<file path="config.mk">
export PLATFORM = sky130hd
export DESIGN_NAME = mdr_seq_ctrl
export DESIGN_NICKNAME = d
export VERILOG_FILES = /design/src/rtl/mdr_seq_ctrl.sv
export SDC_FILE = /design/constraint.sdc
export NUM_CORES = 1
export LEC_CHECK = 0
export CORE_ASPECT_RATIO = 1.75
export CORE_UTILIZATION = 48
export CTS_CLUSTER_SIZE = 28
export DETAILED_ROUTE_END_ITERATION = 12
export HOLD_SLACK_MARGIN = 0.12
export PLACE_DENSITY = 0.87
export SYNTH_ARGS = -nofsm -noshare
export SYNTH_HDL_FRONTEND = slang
export SYNTH_SLANG_ARGS = --single-unit
</file>
<file path="constraint.sdc">
create_clock -name clk -period 3 [get_ports clk]
set_input_delay 0.9 -clock clk [delete_from_list [all_inputs] [get_ports clk]]
set_output_delay 0.9 -clock clk [all_outputs]
set_load 0.03 [all_outputs]
</file>
<file path="src/rtl/mdr_seq_ctrl.sv">
// MDR/RAM load-store sequencer: one LDR/STR in flight, Moore-style registered strobes.
// Optional MDR_ACC_CNT_EN adds per-op completion counters (ld_cnt, st_cnt).
module mdr_seq_ctrl #(
  parameter int AW       = 16,
  parameter int RAM_WAIT = 1
) (
  input  logic          clk,
  input  logic          rst,
  input  logic          req,
  input  logic [1:0]    op,
  input  logic [AW-1:0] addr,
  input  logic [2:0]    rd,
  output logic          busy,
  output logic          done,
  output logic          err,
  output logic [1:0]    en_mdr,
  output logic [AW-1:0] ram_addr,
  output logic          ram_re,
  output logic          ram_we,
  output logic          reg_we,
  output logic [2:0]    reg_waddr
`ifdef MDR_ACC_CNT_EN
  ,
  output logic [15:0]   ld_cnt,
  output logic [15:0]   st_cnt
`endif
);

  typedef enum logic [2:0] {
    IDLE,
    RD_WAIT,
    RD_LATCH,
    RD_WB,
    WR_LATCH,
    WR_MEM,
    DONE
  } state_t;

  localparam logic [1:0] OP_LDR = 2'b01;
  localparam logic [1:0] OP_STR = 2'b10;
  localparam logic [1:0] EN_RAM = 2'b01;
  localparam logic [1:0] EN_REG = 2'b10;
  localparam logic [3:0] WAIT_INIT = 4'(RAM_WAIT);

  state_t     state;
  state_t     nxt;
  logic [3:0] cnt;
  logic [3:0] cnt_nxt;
  logic       accept;
  logic       bad_op;

  always_comb begin
    nxt     = state;
    cnt_nxt = cnt;
    accept  = 1'b0;
    bad_op  = 1'b0;
    case (state)
      IDLE: begin
        if (req) begin
          unique case (1'b1)
            (op == OP_LDR): begin
              accept  = 1'b1;
              cnt_nxt = WAIT_INIT;
              nxt     = (RAM_WAIT == 0) ? RD_LATCH : RD_WAIT;
            end
            (op == OP_STR): begin
              accept = 1'b1;
              nxt    = WR_LATCH;
            end
            default: bad_op = 1'b1;
          endcase
        end
      end
      RD_WAIT: begin
        cnt_nxt = cnt - 4'd1;
        if (cnt <= 4'd1) nxt = RD_LATCH;
      end
      RD_LATCH: nxt = RD_WB;
      RD_WB:    nxt = DONE;
      WR_LATCH: nxt = WR_MEM;
      WR_MEM:   nxt = DONE;
      DONE:     nxt = IDLE;
      default:  nxt = IDLE;
    endcase
  end

  // Outputs are decoded from the next state so they line up with state.
  always_ff @(posedge clk or negedge rst) begin
    if (!rst) begin
      state     <= IDLE;
      cnt       <= 4'd0;
      busy      <= 1'b0;
      done      <= 1'b0;
      err       <= 1'b0;
      en_mdr    <= 2'b00;
      ram_addr  <= '0;
      ram_re    <= 1'b0;
      ram_we    <= 1'b0;
      reg_we    <= 1'b0;
      reg_waddr <= 3'd0;
    end else begin
      state <= nxt;
      cnt   <= cnt_nxt;
      if (accept) begin
        ram_addr  <= addr;
        reg_waddr <= rd;
      end
      busy   <= !(nxt inside {IDLE, DONE});
      done   <= (nxt == DONE);
      err    <= bad_op;
      ram_re <= (nxt inside {RD_WAIT, RD_LATCH, RD_WB});
      ram_we <= (nxt == WR_MEM);
      reg_we <= (nxt == RD_WB);
      unique case (1'b1)
        (nxt inside {RD_LATCH, RD_WB}):  en_mdr <= EN_RAM;
        (nxt inside {WR_LATCH, WR_MEM}): en_mdr <= EN_REG;
        default:                         en_mdr <= 2'b00;
      endcase
    end
  end

`ifdef MDR_ACC_CNT_EN
  always_ff @(posedge clk or negedge rst) begin
    if (!rst) begin
      ld_cnt <= 16'd0;
      st_cnt <= 16'd0;
    end else begin
      if (state == RD_WB)  ld_cnt <= ld_cnt + 16'd1;
      if (state == WR_MEM) st_cnt <= st_cnt + 16'd1;
    end
  end
`endif

endmodule

</file>
# Word level (Yosys, flattened, before mapping)

Cells that the tools add are included.

Magnitude comparators: 1
Equal/unequal tests: 15
Mux-type cells: 14
$add $sub $neg: 1
Reductions and logical operators: 11

Operators by type and width:

| operator                                                              | number |
|---|---|
| 3-bit equality test, second input constant                            | 5 |
| 3-bit one-hot mux with 5 select lines                                 | 1 |
| 3-bit by 2-bit equality test with 1-bit output, second input constant | 4 |
| 4-bit 2-to-1 mux                                                      | 2 |
| 4-bit one-hot mux with 2 select lines                                 | 1 |
| 2-bit nonzero test                                                    | 4 |
| 3-bit by 1-bit equality test with 1-bit output, second input constant | 2 |
| 3-bit logical NOT                                                     | 2 |
| 1-bit 2-to-1 mux                                                      | 6 |
| 3-bit 2-to-1 mux                                                      | 2 |
| 3-bit one-hot mux with 2 select lines                                 | 1 |
| 4-bit by 1-bit <= comparator with 1-bit output, second input constant | 1 |
| 2-bit inequality test, second input constant                          | 2 |
| 2-bit one-hot mux with 2 select lines                                 | 1 |
| 2-bit OR reduction                                                    | 2 |
| 4-bit by 1-bit subtractor with 4-bit output, second input constant    | 1 |
| 3-bit AND reduction                                                   | 1 |
| 3-bit nonzero test                                                    | 1 |
| 2-bit by 1-bit equality test with 1-bit output, second input constant | 1 |
| 2-bit equality test, second input constant                            | 1 |
| 1-bit logical NOT                                                     | 1 |

Logic and storage cells: 53
Input port bits: 24
Register bits: 34
Output and inout bits: 27

# Logic depth before layout (Yosys ltp)

Gate-level depths: netlist of run 1.

Word-level depth: 7
Gate-level depth with buffers: 6
Depth with buffers taken out: 5

# Least setup slack after synthesis of run 1

No wires, ideal clock.

Path type: in2reg
Start: input op[0]
End: register ram_addr[10]
Cell stages on the path: 6
Buffers on the path: 1
Setup slack: 807 ps
Required time: 2,875 ps
Setup time: 125 ps
Arrival time: 2,068 ps
Cells stage by stage: inv_1 > ha_1 > and2b_1 > nand2_4 > buf_6 > mux2_4

Longest elaborated chain between the ends: 5
Elaborated cells between the ends (all ways): 6
Those cells by class: 2 x eq/ne; 3 x mux; 1 x reduce/logical

Ends and longest elaborated chain:

| what                                                                                         | RTL line | source |
|---|---|---|
| start: declaration                                                                           | 10       | `input logic [1:0] op,` |
| 2-bit by 1-bit equality test with 1-bit output / 2-bit equality test (equally long branches) | 61, 66   |  |
| 2-bit OR reduction (no source line) *                                                        | n/a      |  |
| 1-bit 2-to-1 mux *                                                                           | 60       | `unique case (1'b1)` |
| 1-bit 2-to-1 mux *                                                                           | 59       | `if (req) begin` |
| 1-bit 2-to-1 mux *                                                                           | 57       | `case (state)` |
| end signal: assignment                                                                       | 105      | `ram_addr <= addr;` |
| end: declaration                                                                             | 17       | `output logic [AW-1:0] ram_addr,` |

Every way passes the cells marked *; elsewhere a longest branch is shown, timed or not.
A chain may end at the register's enable or synchronous reset.

# Worst setup path after layout of run 1

Start: input op[0]
End: register ram_addr[3]

The elaborated chain is that of the path after synthesis.

==> results of run 1 <==
==> layer usage <==
metal  wire [um]  global-route usage (%)
met1        1130                    22.0
met2        1760                    34.1
met3         111                    5.69
met4         115                    13.9
met5           0                       0
==> state kept, by name, indices dropped and copies added, names as in the netlist <==
name / cells
reg_we: 1
ram_re: 1
ram_addr: 16
ram_we: 1
reg_waddr: 3
err: 1
done: 1
cnt: 4
state: 3
busy: 1
en_mdr: 2
==> synthesized netlist by cell type, types with 2 or more instances <==
library cell  instances  share of area (%)
buf_6                 2                1.5
nand2_1               5                1.2
mux2_2                9                6.7
mux2_4               10                9.9
a21oi_1               6                2.0
or3_1                 2               0.82
nor2_1                5                1.2
nor3_1                3               0.99
inv_1                 8                2.0
dfrtp_1              34                 56
ha_1                  4                3.3
nor4_1                2               0.82
o2bb2ai_1             2                1.2
o21ai_0               6                2.0
a31oi_1               2               0.82
==> final cells by class <==
| cell class | instances | area, um2 |
|---|---|---|
| multi-input cells | 71 | 598 |
| inverters | 8 | 30.0 |
| repair buffers | 51 | 508 |
| flip-flops and latches | 34 | 851 |
| clock buffers | 6 | 82.6 |
| well taps | 42 | 52.6 |
| fillers | 202 | 838 |
==> report_power, final <==
group          internal, uW  leakage, uW  switching, uW  total, uW
Combinational           609     0.000495            655       1260
Sequential              679     0.000417            190        868
Clock                   176    0.0000431            141        318
==> per-stage QoR <==
step	instance area [um2]	utilization [%]	std cells
floorplan	1520	-	118
global placement	2040	68.9	206
detailed placement	2040	68.9	206
CTS	2120	71.7	212
global route	2120	71.7	212
finish	2120	71.7	212
==> critical path, stage by stage <==
cell             delay, ps
clkdlybuf4s50_1        480
inv_1                   50
ha_1                   310
and2b_1                330
nand2_4                230
mux2_4                 360
==> worst paths after layout <==
check,startpoint,endpoint,slack [ps]
max,op[0],ram_addr[3],500
min,ram_addr[14],ram_addr[14],500
max reg2reg,state[2],cnt[3],1420
min reg2reg,ram_addr[14],ram_addr[14],500
max in group asynchronous,rst,done,1680
min in group asynchronous,rst,ram_addr[0],1020
==> logic make-up (layout without fill, tap and decap cells) <==
logic type | count (synthesis) | in the layout | synth area share [%]
and+or+nand+nor | 25 | 25 | 9.98
DFF | 34 | 34 | 56.1
xor gates and xnor gates | 1 | 1 | 0.577
muxes | 19 | 19 | 16.6
adders and majority gates | 4 | 4 | 3.30
AOI/OAI and AO/OA | 22 | 22 | 8.99
buffers and inverters | 13 | 65 | 4.53
==> flow_summary.json, run 1 <==
{
  "dp_slack_ps": 199,
  "setup_tns_ps": 0,
  "cts_tree": "done",
  "start_util_pct": 51.3,
  "hold_buffers": 0,
  "p_per_area_nw_per_um2": 1150,
  "final_cell_mix": "clkdlybuf4s50_1 (50), dfrtp_1 (34), mux2_4 (10), mux2_2 (9), inv_1 (8)",
  "irDropWorstVdd_mv": 0.801,
  "hold_path_depth": 1,
  "synth-edff-count": 0,
  "period_share_pct": 83.3,
  "syn-num-nets": 146,
  "ant_nets": 0,
  "first_pass_iters": 4,
  "slew_viol_final": 0,
  "vias": 1076,
  "htree_levels": 2,
  "status": "complete, no violations",
  "rows": 26,
  "p_leak_uw": 0.000955,
  "wire_per_inst_um": 14.7,
  "diodes": 0,
  "die-area_um2": 3400,
  "path_class": "primary input to register",
  "grt_pass1_vias": 1115,
  "grt_max_degree": 35,
  "start_kind": "primary input",
  "fmax_mhz": 400,
  "reg2regPathDepth": 2,
  "grt_pass1_wl_um": 5060,
  "cp_max_fo": 19,
  "io_buffers": 50,
  "clk_latency_ps": 280,
  "setup_viol": 0,
  "antenna_found_initial": 0,
  "clockRootBuffer": "clkbuf_8",
  "max_cap_violations": 0,
  "finalNetCount": 199,
  "yosysUniqueCellTypes": 33,
  "final_common_cell": "clkdlybuf4s50_1",
  "setup_ws_ps": 501,
  "die_w_um": 44.5,
  "ys_seq_area_share_pct": 56.1,
  "clkTransAtPathRegs_ps": 60,
  "syn_inst": 118,
  "maxSlewHeadroom_pct": 61.1,
  "arrival_ps": 2670,
  "gr-total-overflow": 0,
  "cts_setup_buffers": 0,
  "worst_setup_path_end_kind": "register",
  "drive_gt1_share_pct": 17.6,
  "syn-cell-area_um2": 1520,
  "drtIter0Drc": 24,
  "skew_ps": 3.20,
  "wl_um": 3110,
  "yosys_warnings": 0,
  "post-route-min-period_ps": 2500,
  "power.total_uw": 2450,
  "drc": 0,
  "ys.flop_type": "dfrtp_1",
  "post_cts.resized_instances": 0,
  "dpl.hpwl_um": 2310,
  "place.gp.congestion": 0.761,
  "avgSynthCellArea_um2": 12.9,
  "via_per_inst": 5.08,
  "die_y_um": 76.4,
  "fin_hold_ws_ps": 505,
  "required_ps": 3170,
  "clock_path_buffers": 2,
  "finalHoldViolations": 0,
  "hp-class": "register to register",
  "cts_made_buffers": 5,
  "core_area_um2": 2960,
  "tightest_slew_ps": 583,
  "grt_usage_pct": 20.8,
  "async_flop_share_pct": 100,
  "rsz0062_at_grt": "no",
  "synth-seq-cells": 34,
  "cts_sinks": 34,
  "syn2layout_area_growth_pct": 39.8,
  "ioPinCount": 51
}
(Power assumes the default switching activity.)
==> run 2, diff against run 1 <==
CORE_UTILIZATION = 40   (was 48)
PLACE_DENSITY = 0.77   (was 0.87)
clock period = 2.03 ns   (was 3 ns; I/O delays follow)
==> run 2 against run 1 <==
Effect of this change:
- clock skew decreased by 1.7 ps
- flip-flop and latch count stayed put
- worst setup slack got worse by 440 ps
- clock-buffer cell count increased by 1
- total power increased by 59%
- die area grew 19%
- cell count increased by 6.1%
- non-clock buffer count rose by 4
- via count up 9.9%
- critical endpoint is now reg_waddr[1]
- highest routed layer unchanged
==> flow_summary.json, run 2 (synthesized netlist as in run 1, its figures left out) <==
{
  "tightest_slew_ps": 706,
  "wl_um": 3760,
  "final_common_cell": "clkdlybuf4s50_1",
  "fillers": 286,
  "finalNetCount": 206,
  "slew_viol_final": 0,
  "reg2regPathDepth": 3,
  "hp-start": "ram_addr[14]",
  "finalHoldViolations": 0,
  "via_per_inst": 5.25,
  "hold_path_depth": 1,
  "required_ps": 1420,
  "path_class": "register to primary output",
  "cts_setup_buffers": 0,
  "r2r_start": "state[1]",
  "worst_path_largest_cell_delay_ps": 720,
  "top_register": "ram_addr",
  "period_share_pct": 96.9,
  "start_util_pct": 41.8,
  "die_y_um": 83.5,
  "fmax_mhz": 508,
  "setup_tns_ps": 0,
  "status": "complete, no violations",
  "drtIter0Drc": 10,
  "clk_latency_ps": 280,
  "cp_slowest_cell": "clkdlybuf4s50_1",
  "largest_register_ffs": 16,
  "rows": 29,
  "arrival_ps": 1360,
  "cp_max_fo": 2,
  "dp_slack_ps": -441,
  "worst_setup_path_end_kind": "primary output",
  "start_kind": "register",
  "io_buffers": 50,
  "drc": 0,
  "cts_tree": "done",
  "rsz0062_at_grt": "no",
  "multi_input_area_um2": 664,
  "skew_ps": 1.50,
  "ant_nets": 0,
  "rr_endpoint": "ram_addr[5]",
  "top_regs": "ram_addr: 16 flops, cnt: 4 flops",
  "diodes": 0,
  "grt_max_degree": 35,
  "core_area_um2": 3630,
  "path_cells": "clkdlybuf4s50_1",
  "final_util_pct": 62.0,
  "maxSlewHeadroom_pct": 52.8,
  "timing.critical_path.buf_inv": 1,
  "first_pass_iters": 5,
  "irDropWorstVdd_mv": 0.818,
  "cts_sinks": 34,
  "gr-total-overflow": 0,
  "setup_ws_ps": 62.9,
  "p_leak_uw": 0.00101,
  "dpl.cell_count": 214,
  "fin_cells": 225,
  "wire_per_inst_um": 16.7,
  "htree_levels": 2,
  "ff2ff_setup_slack_ps": 170,
  "hp-class": "register to register",
  "postPlaceCellArea_um2": 2070,
  "ioPinCount": 51,
  "cp_top_family": "buffers and inverters",
  "grt_pass1_vias": 1279,
  "grt_usage_pct": 21.3,
  "cts_made_buffers": 5,
  "final_cell_mix": "clkdlybuf4s50_1 (48), dfrtp_1 (34), mux2_4 (10), mux2_2 (9), inv_1 (7)",
  "min_to": "ram_addr[14]",
  "p_per_area_nw_per_um2": 1730,
  "clock_path_buffers": 2,
  "max_cap_violations": 0,
  "clkTransAtPathRegs_ps": 60,
  "setup_viol": 0,
  "hold_buffers": 0,
  "die-area_um2": 4050,
  "syn2layout_area_growth_pct": 48.1,
  "die_w_um": 48.6,
  "design_area_um2": 2250,
  "drive_gt1_share_pct": 22.3,
  "antenna_found_initial": 0,
  "seq_area_um2": 851,
  "dpl.hpwl_um": 2520,
  "clockRootBuffer": "clkbuf_8",
  "place.gp.congestion": 0.829,
  "post-route-min-period_ps": 1970,
  "vias": 1182,
  "grt_pass1_wl_um": 6300
}
## run 2: routing by layer
| layer | vias to the layer above | GRT usage, % | share of wire (%) |
|---|---|---|---|
| li1 | 540 | - | - |
| met1 | 579 | 18.9 | 31 |
| met2 | 45 | 40.8 | 59 |
| met3 | 18 | 5.46 | 4.0 |
| met4 | 0 | 13.4 | 5.3 |
| met5 | - | 0 | 0 |
## run 2: cell type report
| type | count | area share [%] |
|---|---|---|
| clock buffers | 7 | 3.39 |
| clock inverters | 1 | 1.34 |
| inverters | 8 | 1.34 |
| multi-input cells | 74 | 29.5 |
| flip-flops and latches | 34 | 37.8 |
| well taps | 46 | 2.56 |
| repair buffers | 55 | 24.0 |
## run 2: power breakdown
part	total [uW]	switching [uW]	internal, uW
clock network	594	227	367
logic	2020	1080	944
registers	1280	280	1000
total	3900	1580	2310
## run 2: worst max-delay path by stage
stage                     slack (ps)         start  cells past startpoint           end
after detailed placement        -440         op[0]                      6   ram_addr[2]
after CTS                         20         op[1]                      5   ram_addr[5]
after floorplan                  130         op[0]                      6  ram_addr[10]
after global placement          -360         op[0]                      6   ram_addr[0]
final                             60  reg_waddr[1]                      1  reg_waddr[1]
after global routing              20  reg_waddr[1]                      1  reg_waddr[1]
## run 2: stage by stage
stage,hold WS [ps],power [uW]
detailed placement,494,3210
CTS,509,3910
global route,528,4110
finish,505,3900
global placement,487,3130
floorplan,313,2470
## run 2: timing repair
action	4_1_cts	5_1_grt
resized for setup	7	2
setup endpoints to repair	19	5
gates cloned	3	0
==> run 3, diff against run 2 <==
CORE_MARGIN = 2   (was default)
GPL_TIMING_DRIVEN = 0   (was default)
==> run 3 against run 2 <==
Effect of this change:
- non-clock buffer count grew 5
- fmax grew 0.81%
- hold slack lost 120 ps
- register-to-register slack gained 370 ps
- sequential share of layout area shrank 0.72 points
- final area grew 1.9%
- flip-flop and latch count is the same
- global-route usage shrank 3.1 points
- clock skew grew 2.8 ps
- critical path type unchanged
- largest cell class unchanged
==> flow_summary.json, run 3 (synthesized netlist as in run 1, its figures left out) <==
{
  "setup_viol": 0,
  "core_area_um2": 3630,
  "pwr-share-clk_pct": 15.1,
  "ant_nets": 0,
  "power_frac_seq_pct": 30.9,
  "multi_input_area_um2": 599,
  "die_y_um": 85.5,
  "max_cap_violations": 0,
  "worst_path_largest_cell_delay_ps": 690,
  "start_kind": "register",
  "die-area_um2": 4320,
  "pwr-share-comb_pct": 53.9,
  "fillers": 278,
  "hp-class": "primary input to asynchronous set/reset pin",
  "arrival_ps": 1340,
  "clkTransAtPathRegs_ps": 60,
  "ioPinCount": 51,
  "dpl.hpwl_um": 2400,
  "htree_levels": 2,
  "final_cell_mix": "clkdlybuf4s50_1 (47), dfrtp_1 (34), mux2_4 (10), mux2_2 (9), inv_1 (8)",
  "io_buffers": 50,
  "skew_ps": 4.28,
  "clockRootBuffer": "clkbuf_8",
  "rsz0062_at_grt": "no",
  "cts_tree": "done",
  "worst_setup_path_end_kind": "primary output",
  "finalHoldViolations": 0,
  "cp_top_family": "buffers and inverters",
  "path_class": "register to primary output",
  "grt_pass1_vias": 1171,
  "top_register": "ram_addr",
  "setup_ws_ps": 78.7,
  "seq_area_um2": 851,
  "timing.critical_path.buf_inv": 1,
  "cp_slowest_cell": "clkdlybuf4s50_1",
  "tightest_slew_ps": 726,
  "setup_tns_ps": 0,
  "cts_made_buffers": 5,
  "cts_sinks": 34,
  "slew_viol_final": 0,
  "first_pass_iters": 4,
  "dp_slack_ps": -543,
  "irDropWorstVdd_mv": 0.947,
  "p_leak_uw": 0.00105,
  "start_util_pct": 41.8,
  "via_per_inst": 5.07,
  "period_share_pct": 96.1,
  "status": "complete, no violations",
  "top_regs": "ram_addr: 16 flops, cnt: 4 flops",
  "diodes": 0,
  "grt_max_degree": 35,
  "syn2layout_area_growth_pct": 51.0,
  "maxSlewHeadroom_pct": 51.6,
  "wire_per_inst_um": 15.4,
  "switching_share_pct": 38.7,
  "clk_latency_ps": 280,
  "rows": 29,
  "antenna_found_initial": 0,
  "p_sw_uw": 1510,
  "required_ps": 1420,
  "largest_register_ffs": 16,
  "drive_gt1_share_pct": 22.1,
  "post-route-min-period_ps": 1950,
  "drc": 0,
  "path_cells": "clkdlybuf4s50_1",
  "fmax_mhz": 512,
  "final_common_cell": "clkdlybuf4s50_1",
  "drtIter0Drc": 14,
  "die_w_um": 50.6,
  "place.gp.congestion": 0.804,
  "grt_usage_pct": 18.2,
  "grt_pass1_wl_um": 5720,
  "finalNetCount": 208,
  "cp_max_fo": 2,
  "vias": 1151,
  "p_per_area_nw_per_um2": 1700,
  "wl_um": 3490,
  "p_int_uw": 2390,
  "clock_path_buffers": 2,
  "gr-total-overflow": 0
}
[run 3: changes by cell type in the layout (fill, tap and decap cells not counted), sizes merged]
cell,delta
clkdlybuf4s50,-1
nand2,-3
bufbuf,+1
buf,+4
clkbuf,+1
dlymetal6s2s,-1
dlygate4sd2,+1
[run 3: cell type report]
cell class / count / area share [%]
multi-input combinational: 71 / 26.1
inverter: 8 / 1.31
tap: 46 / 2.51
timing repair buffer: 55 / 26.2
buffer: 5 / 2.07
clock inverter: 1 / 1.31
clock buffer: 7 / 3.33
sequential: 34 / 37.1
[run 3: power groups by stage]
stage               logic, uW  clock network [uW]  registers [uW]
global placement         1970                   0            1190
floorplan                 765                   0            1700
finish                   2100                 590            1210
CTS                      2110                 605            1200
detailed placement       2000                   0            1210
global route             2240                 646            1250
[run 3: path summary, 6_finish.rpt]
path,endpoint,cells past startpoint,from,slack [ps]
worst min register to register,reg_waddr[0],1,reg_waddr[0],500
worst min-delay path,ram_addr[9],1,rst,380
worst max-delay path,ram_addr[9],1,ram_addr[9],80
max in group asynchronous,reg_waddr[0],1,rst,1180
min in group clk,reg_waddr[0],1,reg_waddr[0],500
worst max register to register,ram_addr[9],5,state[1],540
[run 3: repair_timing]
| action | 4_1_cts | 5_1_grt |
|---|---|---|
| resized for setup | 6 | 0 |
| setup buffers | 3 | 0 |
| endpoints found under the setup margin | 19 | 0 |
| hold buffers | 0 | 0 |
[run 3: routing by layer]
metal | part of all wire (%) | track usage (%) | vias to the layer above
met5 | 0 | 0 | -
met4 | 1.7 | 7.37 | 0
met3 | 4.6 | 4.05 | 6
met2 | 60 | 35.8 | 40
met1 | 34 | 17.4 | 569
li1 | - | - | 536
[run 3: per-stage QoR]
| step | util (%) | area (um2) | cells | power (uW) | hold WS, ps |
|---|---|---|---|---|---|
| after floorplan | - | 1520 | 118 | 2470 | 313 |
| after detailed placement | 57.1 | 2070 | 214 | 3210 | 493 |
| final | 63.2 | 2290 | 227 | 3900 | 381 |
| after global routing | 63.2 | 2290 | 227 | 4130 | 430 |
| after global placement | 57.2 | 2080 | 214 | 3150 | 489 |
| after CTS | 63.2 | 2290 | 227 | 3910 | 397 |
